--- src/rtl/immgen_if.sv ---
// Handshake bundle for the ID-stage immediate generator: request side
// (decode -> generator) and result side (generator -> ID/EX register).
interface immgen_if #(
  parameter int XLEN  = 32,
  parameter int TAG_W = 8
);
  logic             in_valid;
  logic             in_ready;
  logic [2:0]       in_sel;
  logic [24:0]      in_instr;
  logic [TAG_W-1:0] in_tag;
  logic             out_valid;
  logic             out_ready;
  logic [XLEN-1:0]  out_imm;
  logic [TAG_W-1:0] out_tag;
  logic             out_illegal;

  // Environment side: drives requests and result acceptance.
  modport master (
    output in_valid, in_sel, in_instr, in_tag, out_ready,
    input  in_ready, out_valid, out_imm, out_tag, out_illegal
  );

  // Generator side.
  modport slave (
    input  in_valid, in_sel, in_instr, in_tag, out_ready,
    output in_ready, out_valid, out_imm, out_tag, out_illegal
  );
endinterface

--- src/rtl/immgen_pipe.sv ---
// Registered RV32/RV64 immediate generator with a 2-entry skid buffer so that
// in_ready never depends combinationally on out_ready.
module immgen_pipe #(
  parameter int XLEN  = 32,
  parameter int TAG_W = 8
) (
  input  logic   clk,
  input  logic   rst_n,
  input  logic   flush,
  immgen_if.slave bus
);

  typedef enum logic [2:0] {
    SEL_I     = 3'd0,
    SEL_S     = 3'd1,
    SEL_SB    = 3'd2,
    SEL_UJ    = 3'd3,
    SEL_U     = 3'd4,
    SEL_Z     = 3'd5,
    SEL_SHAMT = 3'd6,
    SEL_RSVD  = 3'd7
  } sel_e;

  typedef enum logic [1:0] {
    EMPTY = 2'd0,
    ONE   = 2'd1,
    TWO   = 2'd2
  } state_e;

  typedef struct packed {
    logic [XLEN-1:0]  imm;
    logic [TAG_W-1:0] tag;
    logic             illegal;
  } entry_t;

  state_e     state_q;
  entry_t     main_q;
  entry_t     skid_q;
  entry_t     new_e;
  logic       out_valid_q;
  logic       in_ready_q;
  logic [31:7] i;
  logic       in_xfer;
  logic       out_xfer;

  // Index the instruction by its architectural bit numbers.
  assign i = bus.in_instr;

  // NOTE: every variable assigned in always_comb gets a default first so no
  // path can leave it unassigned and infer a latch.
  always_comb begin
    new_e         = '0;
    new_e.tag     = bus.in_tag;
    new_e.illegal = (sel_e'(bus.in_sel) == SEL_RSVD);
    case (sel_e'(bus.in_sel))
      SEL_I:  new_e.imm = XLEN'($signed(i[31:20]));
      SEL_S:  new_e.imm = XLEN'($signed({i[31:25], i[11:7]}));
      SEL_SB: new_e.imm = XLEN'($signed({i[31], i[7], i[30:25], i[11:8], 1'b0}));
      SEL_UJ: new_e.imm = XLEN'($signed({i[31], i[19:12], i[20], i[30:21], 1'b0}));
      SEL_U:  new_e.imm = XLEN'($signed({i[31:12], 12'b0}));
      SEL_Z:  new_e.imm = XLEN'(i[19:15]);
      SEL_SHAMT: begin
        if (XLEN == 64) new_e.imm = XLEN'(i[25:20]);
        else            new_e.imm = XLEN'(i[24:20]);
      end
      default: new_e.imm = '0;
    endcase
  end

  assign in_xfer  = bus.in_valid && in_ready_q;
  assign out_xfer = out_valid_q && bus.out_ready;

  // NOTE: sequential state uses non-blocking assignments so every register
  // samples pre-edge values regardless of statement order.
  always_ff @(posedge clk or negedge rst_n) begin
    if (!rst_n) begin
      state_q     <= EMPTY;
      out_valid_q <= 1'b0;
      in_ready_q  <= 1'b1;
      // NOTE: payload registers are reset too, because they drive the
      // outputs directly and must read zero during reset.
      main_q      <= '0;
      skid_q      <= '0;
    end else if (flush) begin
      state_q     <= EMPTY;
      out_valid_q <= 1'b0;
      in_ready_q  <= 1'b1;
    end else begin
      case (state_q)
        EMPTY: begin
          if (in_xfer) begin
            main_q      <= new_e;
            state_q     <= ONE;
            out_valid_q <= 1'b1;
          end
        end
        ONE: begin
          if (in_xfer && !out_xfer) begin
            skid_q     <= new_e;
            state_q    <= TWO;
            in_ready_q <= 1'b0;
          end else if (out_xfer && !in_xfer) begin
            state_q     <= EMPTY;
            out_valid_q <= 1'b0;
          end else if (in_xfer && out_xfer) begin
            main_q <= new_e;
          end
        end
        TWO: begin
          // in_ready is low here, so only the drain can happen.
          if (out_xfer) begin
            main_q     <= skid_q;
            state_q    <= ONE;
            in_ready_q <= 1'b1;
          end
        end
        default: begin
          state_q     <= EMPTY;
          out_valid_q <= 1'b0;
          in_ready_q  <= 1'b1;
        end
      endcase
    end
  end

  assign bus.in_ready    = in_ready_q;
  assign bus.out_valid   = out_valid_q;
  assign bus.out_imm     = main_q.imm;
  assign bus.out_tag     = main_q.tag;
  assign bus.out_illegal = main_q.illegal;

endmodule

--- src/flat_wrapper.sv ---
// flat-port wrapper written by rule: the top's interface ports become plain ports
module immgen_pipe_flat 
#(
  parameter int XLEN  = 32,
  parameter int TAG_W = 8
)
  (clk, rst_n, flush, bus_in_valid, bus_in_sel, bus_in_instr, bus_in_tag, bus_out_ready, bus_in_ready, bus_out_valid, bus_out_imm, bus_out_tag, bus_out_illegal);
  immgen_if #(.XLEN(XLEN), .TAG_W(TAG_W)) bus_i ();
  input  logic clk;
  input  logic rst_n;
  input  logic flush;
  input wire logic [$bits(bus_i.in_valid)-1:0] bus_in_valid;
  input wire logic [$bits(bus_i.in_sel)-1:0] bus_in_sel;
  input wire logic [$bits(bus_i.in_instr)-1:0] bus_in_instr;
  input wire logic [$bits(bus_i.in_tag)-1:0] bus_in_tag;
  input wire logic [$bits(bus_i.out_ready)-1:0] bus_out_ready;
  output wire logic [$bits(bus_i.in_ready)-1:0] bus_in_ready;
  output wire logic [$bits(bus_i.out_valid)-1:0] bus_out_valid;
  output wire logic [$bits(bus_i.out_imm)-1:0] bus_out_imm;
  output wire logic [$bits(bus_i.out_tag)-1:0] bus_out_tag;
  output wire logic [$bits(bus_i.out_illegal)-1:0] bus_out_illegal;
  assign bus_i.in_valid = bus_in_valid;
  assign bus_i.in_sel = bus_in_sel;
  assign bus_i.in_instr = bus_in_instr;
  assign bus_i.in_tag = bus_in_tag;
  assign bus_i.out_ready = bus_out_ready;
  assign bus_in_ready = bus_i.in_ready;
  assign bus_out_valid = bus_i.out_valid;
  assign bus_out_imm = bus_i.out_imm;
  assign bus_out_tag = bus_i.out_tag;
  assign bus_out_illegal = bus_i.out_illegal;
  immgen_pipe #(.XLEN(XLEN), .TAG_W(TAG_W)) u_core (.clk(clk), .rst_n(rst_n), .flush(flush), .bus(bus_i));
endmodule
--- config.mk ---
export PLATFORM = sky130hd
export DESIGN_NAME = immgen_pipe_flat
export DESIGN_NICKNAME = d
export VERILOG_FILES = /design/src/rtl/immgen_if.sv /design/src/rtl/immgen_pipe.sv /design/src/flat_wrapper.sv
export SDC_FILE = /design/constraint.sdc
export NUM_CORES = 1
export LEC_CHECK = 0
export BUFFER_PORTS_ARGS = -buffer_cell sky130_fd_sc_hd__buf_4
export CELL_PAD_IN_SITES_DETAIL_PLACEMENT = 1
export CELL_PAD_IN_SITES_GLOBAL_PLACEMENT = 1
export CORE_UTILIZATION = 33
export DETAILED_ROUTE_END_ITERATION = 12
export PLACE_DENSITY = 0.79
export SLEW_MARGIN = 20
export SYNTH_ARGS = -nofsm -noshare
export SYNTH_HDL_FRONTEND = slang
export SYNTH_SLANG_ARGS = --single-unit
--- constraint.sdc ---
create_clock -name clk -period 2 [get_ports clk]
set_clock_uncertainty 0.05 [all_clocks]
set_input_delay 0.3 -clock clk [delete_from_list [all_inputs] [get_ports clk]]
set_output_delay 0.3 -clock clk [all_outputs]
set_load 0.03 [all_outputs]
==> impl_summary.md <==
Clock tree
The maximum clock insertion buffer count is 2. The clock tree from TritonCTS is done. The register clock-pin slew on the reported worst setup and hold paths is ~0.060 ns. The source-to-sink clock delay at the later pin of the worst-skew pair is around 0.36 ns.

The root buffer cell chosen for the clock tree is sky130_fd_sc_hd__clkbuf_16. The number of buffers created by CTS is 9. The H-tree depth is 3.

The TritonCTS sink count is 86.

Die
The core region is approximately 13000 µm². The floorplan has 42 rows. For this design the top-level I/O count stands at 84. From left edge to right edge, the die measures around 120 µm. The die is between 100 and 150 µm tall. The initial utilization of the core area, before any placement, comes to 34.1%.

The die outline area is 14300 µm².

Place
The HPWL reported at the end of detailed placement is slightly below 10000 µm. The congestion estimate from routability-driven global placement came to roughly 0.8. The number of buffers added on ports is just over 80.

STA
The hold slack is ~0.10 ns. The share of the clock period used by the worst path is 109%. The count of final hold-check violations was 0. The accumulated negative setup slack is -5.04 ns. Headroom to the max-slew limit came out at 55.7%. The final-report max-slew violation count is 0. For the pin with the worst max-slew slack, the measured transition is approximately 0.66 ns. For this run, the top clock speed supported by timing is 457 MHz. Setup repair after global routing could not meet its margin everywhere. The smallest clock period supported by the final layout is computed as roughly 2.2 ns. The final worst slack is -0.187 ns. Setup violations remaining at the end of the flow were counted as 69.

Setup path
In this run the critical register-to-register path is launched from u_core.bus.in_ready$_DFFE_PN1P_. The data arrival at the endpoint of the critical path is 2.38 ns. The endpoint kind of the worst setup timing path is a flip-flop.

The type of the worst setup path is flip-flop to flip-flop. The kind of start point of the critical path is a flip-flop. The required time of the worst setup path is around 2.2 ns. The setup check on the worst reg-to-reg path leaves a slack of -0.19 ns.

The depth of the worst register-to-register path is 8. The destination of the worst register-to-register timing path is u_core.bus.out_imm[24]$_DFFE_PN0P_. The critical path startpoint is u_core.bus.in_ready$_DFFE_PN1P_. The maximum net fanout on the critical path is 9.

Outcome
The checks that failed: negative setup slack. The flow ran to the end, but the final reports show violations.

GRT
The initial antenna violation count is 0. The total global routing track utilization is about a fifth. Entering global routing, the biggest net connects between 40 and 50 pins. The first global-routing pass estimated ~24000 µm of wire. The number of global-route vias before repair came to about 4500.

The total overflow left after global routing is 0.

Final layout
The repair_antennas step left the layout with diodes totalling 0. In the final design database the tool counted 661 nets. The core utilization of the finished layout is between 40% and 50%. The area growth from synthesis to final layout is 44.2%. The post-route netlist has 36.5% of its cells at a drive strength greater than 1.

Synthesis
In this run, synthesis produced a sequential element count of 86. Of the post-synthesis cell area, the dominant cell type holds 46.7%. Synthesis produced 505 cells. Yosys mapped the design onto 50 distinct sky130hd cell types.

The sequential cell area fraction in the yosys report is between 40% and 50%. The library cell with the largest summed area after synthesis is sky130_fd_sc_hd__dfrtp_1. The top flip-flop cell by instance count after synthesis is sky130_fd_sc_hd__dfrtp_1. The most instantiated library cell after synthesis is sky130_fd_sc_hd__dfrtp_1. In the synthesized netlist the async set-or-reset flop fraction comes to 100%. The total nets after synthesis is roughly 550. The number of enable flip-flop cells after synthesis is 0. By count the netlist is led by sky130_fd_sc_hd__dfrtp_1, sky130_fd_sc_hd__nand2_1, sky130_fd_sc_hd__o21ai_0. The average cell area after synthesis is 9.01 µm². By area the synthesized netlist is led by sky130_fd_sc_hd__dfrtp_1, sky130_fd_sc_hd__o21ai_0, sky130_fd_sc_hd__a21oi_1, sky130_fd_sc_hd__nand2_1, sky130_fd_sc_hd__nor2_1.

After synthesis the cells add up to between 4000 and 5000 µm². The number of warnings issued by yosys is 0.

Route
The first TritonRoute pass finished after 5 iterations. In this run, the number of DRC markers left after iteration 0 of detailed routing was roughly 270. The count of vias placed by the detailed router is ~4400. After detailed routing, the number of vias per cell comes to 5.52. After detailed routing, the total wire length is between 15000 and 20000 µm. The routed length per placed instance is about 21 µm. In this run the remaining antenna-violating nets after routing total 0.

For this run, design rule violations remaining after detail routing come to 0.

Hold path
The path category of the worst min-delay check is input pin to flip-flop. The worst hold path startpoint is bus_in_tag[4]. The end point of the most critical hold path is u_core.skid_q[5]$_DFFE_PN0P_. The worst hold path stage count is 3.

Power and ir drop
Power spread over the standard cell area amounts to 1170 nW/µm². The maximum ir drop on the vdd rail is 0.638 mV. Overall power consumption after layout is estimated at 7.66 mW. For this design the static power due to leakage is just under 3 nW.

Flow run
Max-cap violations in this run came to 0.
==> registers in the layout, summed over array words and instances (netlist names) <==
signal	flops
u_core.bus.out_tag	8
u_core.skid_q	41
u_core.bus.in_ready	1
u_core.state_q	2
u_core.bus.out_imm	32
u_core.bus.out_illegal	1
u_core.bus.out_valid	1
==> how the worst max path moves through the flow <==
stage | endpoint | cells after the start
floorplan | u_core.bus.out_imm[30]$_DFFE_PN0P_ | 9
global placement | u_core.bus.out_imm[21]$_DFFE_PN0P_ | 7
detailed placement | u_core.bus.out_imm[30]$_DFFE_PN0P_ | 8
CTS | u_core.bus.out_imm[20]$_DFFE_PN0P_ | 8
global route | u_core.bus.out_imm[24]$_DFFE_PN0P_ | 8
finish | u_core.bus.out_imm[24]$_DFFE_PN0P_ | 8
==> critical path, stage by stage (launching register included) <==
cell	delay (ns)
sky130_fd_sc_hd__dfstp_2	0.56
sky130_fd_sc_hd__nand2_4	0.07
sky130_fd_sc_hd__inv_4	0.07
sky130_fd_sc_hd__ha_4	0.13
sky130_fd_sc_hd__and4bb_2	0.24
sky130_fd_sc_hd__a211oi_4	0.22
sky130_fd_sc_hd__or2_4	0.23
sky130_fd_sc_hd__buf_12	0.16
sky130_fd_sc_hd__mux2_2	0.35
==> power breakdown <==
group          internal, mW  total [mW]  leakage [nW]  switching [mW]
clock                  1.17        1.91         0.159           0.740
sequential             2.42        2.89          1.08           0.472
combinational          1.27        2.87          1.74            1.59
==> metrics by stage <==
stage               setup slack [ns]  cells  area, µm²
floorplan                     -0.210    505       4580
global placement              -0.138    755       5540
detailed placement            -0.182    755       5540
CTS                           -0.131    780       6040
global route                  -0.245    798       6560
finish                        -0.187    798       6560
==> cell type report <==
cell class                      count  area, µm²
Sequential cell                    86       2150
Clock inverter                      4       76.3
Multi-Input combinational cell    370       2450
Tap cell                          176        220
Inverter                            4       17.5
Fill cell                        1513       6780
Timing Repair Buffer              146       1390
Clock buffer                       12        256
==> per-layer routing <==
| layer | vias up | track usage (%) | share of wire [%] |
|---|---|---|---|
| li1 | 1994 | - | - |
| met1 | 2258 | 27.4 | 42 |
| met2 | 126 | 35.5 | 51 |
| met3 | 26 | 3.02 | 4.7 |
| met4 | 0 | 8.28 | 2.1 |
| met5 | - | 0 | 0 |
==> what timing repair did <==
action / CTS / global route
buffers inserted: 7 / 12
gates resized for setup: 24 / 75
hold buffers: 1 / 0
endpoints found under the setup margin: 34 / 57
hold endpoints to repair: 45 / 0
gates cloned: 1 / 7
pin swaps: 1 / 12
==> cells in the final DEF, fill, tap and decap left out, types with 3 or more instances in the layout <==
master                      instances
sky130_fd_sc_hd__o21ai_1           17
sky130_fd_sc_hd__nor2b_1            9
sky130_fd_sc_hd__clkbuf_16         14
sky130_fd_sc_hd__buf_12             8
sky130_fd_sc_hd__o21a_1             4
sky130_fd_sc_hd__inv_1              3
sky130_fd_sc_hd__buf_8              4
sky130_fd_sc_hd__o21ai_2            3
sky130_fd_sc_hd__buf_6             13
sky130_fd_sc_hd__o2bb2ai_1          4
sky130_fd_sc_hd__mux2i_1           15
sky130_fd_sc_hd__a21oi_2            9
sky130_fd_sc_hd__o211ai_1           8
sky130_fd_sc_hd__a21oi_1           41
sky130_fd_sc_hd__a31o_2             7
sky130_fd_sc_hd__buf_4            114
sky130_fd_sc_hd__nor2_1            49
sky130_fd_sc_hd__a22o_1             4
sky130_fd_sc_hd__o21ai_0           37
sky130_fd_sc_hd__mux2_4             9
sky130_fd_sc_hd__o41ai_2            3
sky130_fd_sc_hd__nand2b_1          17
sky130_fd_sc_hd__nand2_1           62
sky130_fd_sc_hd__a31oi_1            4
sky130_fd_sc_hd__a211oi_1           4
sky130_fd_sc_hd__or2_2              4
sky130_fd_sc_hd__nor3_1            14
sky130_fd_sc_hd__o21ai_4            5
sky130_fd_sc_hd__dfrtp_1           84
sky130_fd_sc_hd__o31ai_4            3
==> cells by family after synthesis <==
logic type / after synthesis / share of synthesized area [%]
buffers and inverters: 49 / 5.11
flip-flops: 86 / 47.3
XOR/XNOR: 1 / 0.192
AND/OR/NAND/NOR: 174 / 18.0
AO/OA/AOI/OAI: 165 / 22.3
adder cells (fa/ha/maj): 3 / 0.825
multiplexers: 27 / 6.27
No activity file was read; power rests on OpenSTA's default activity.
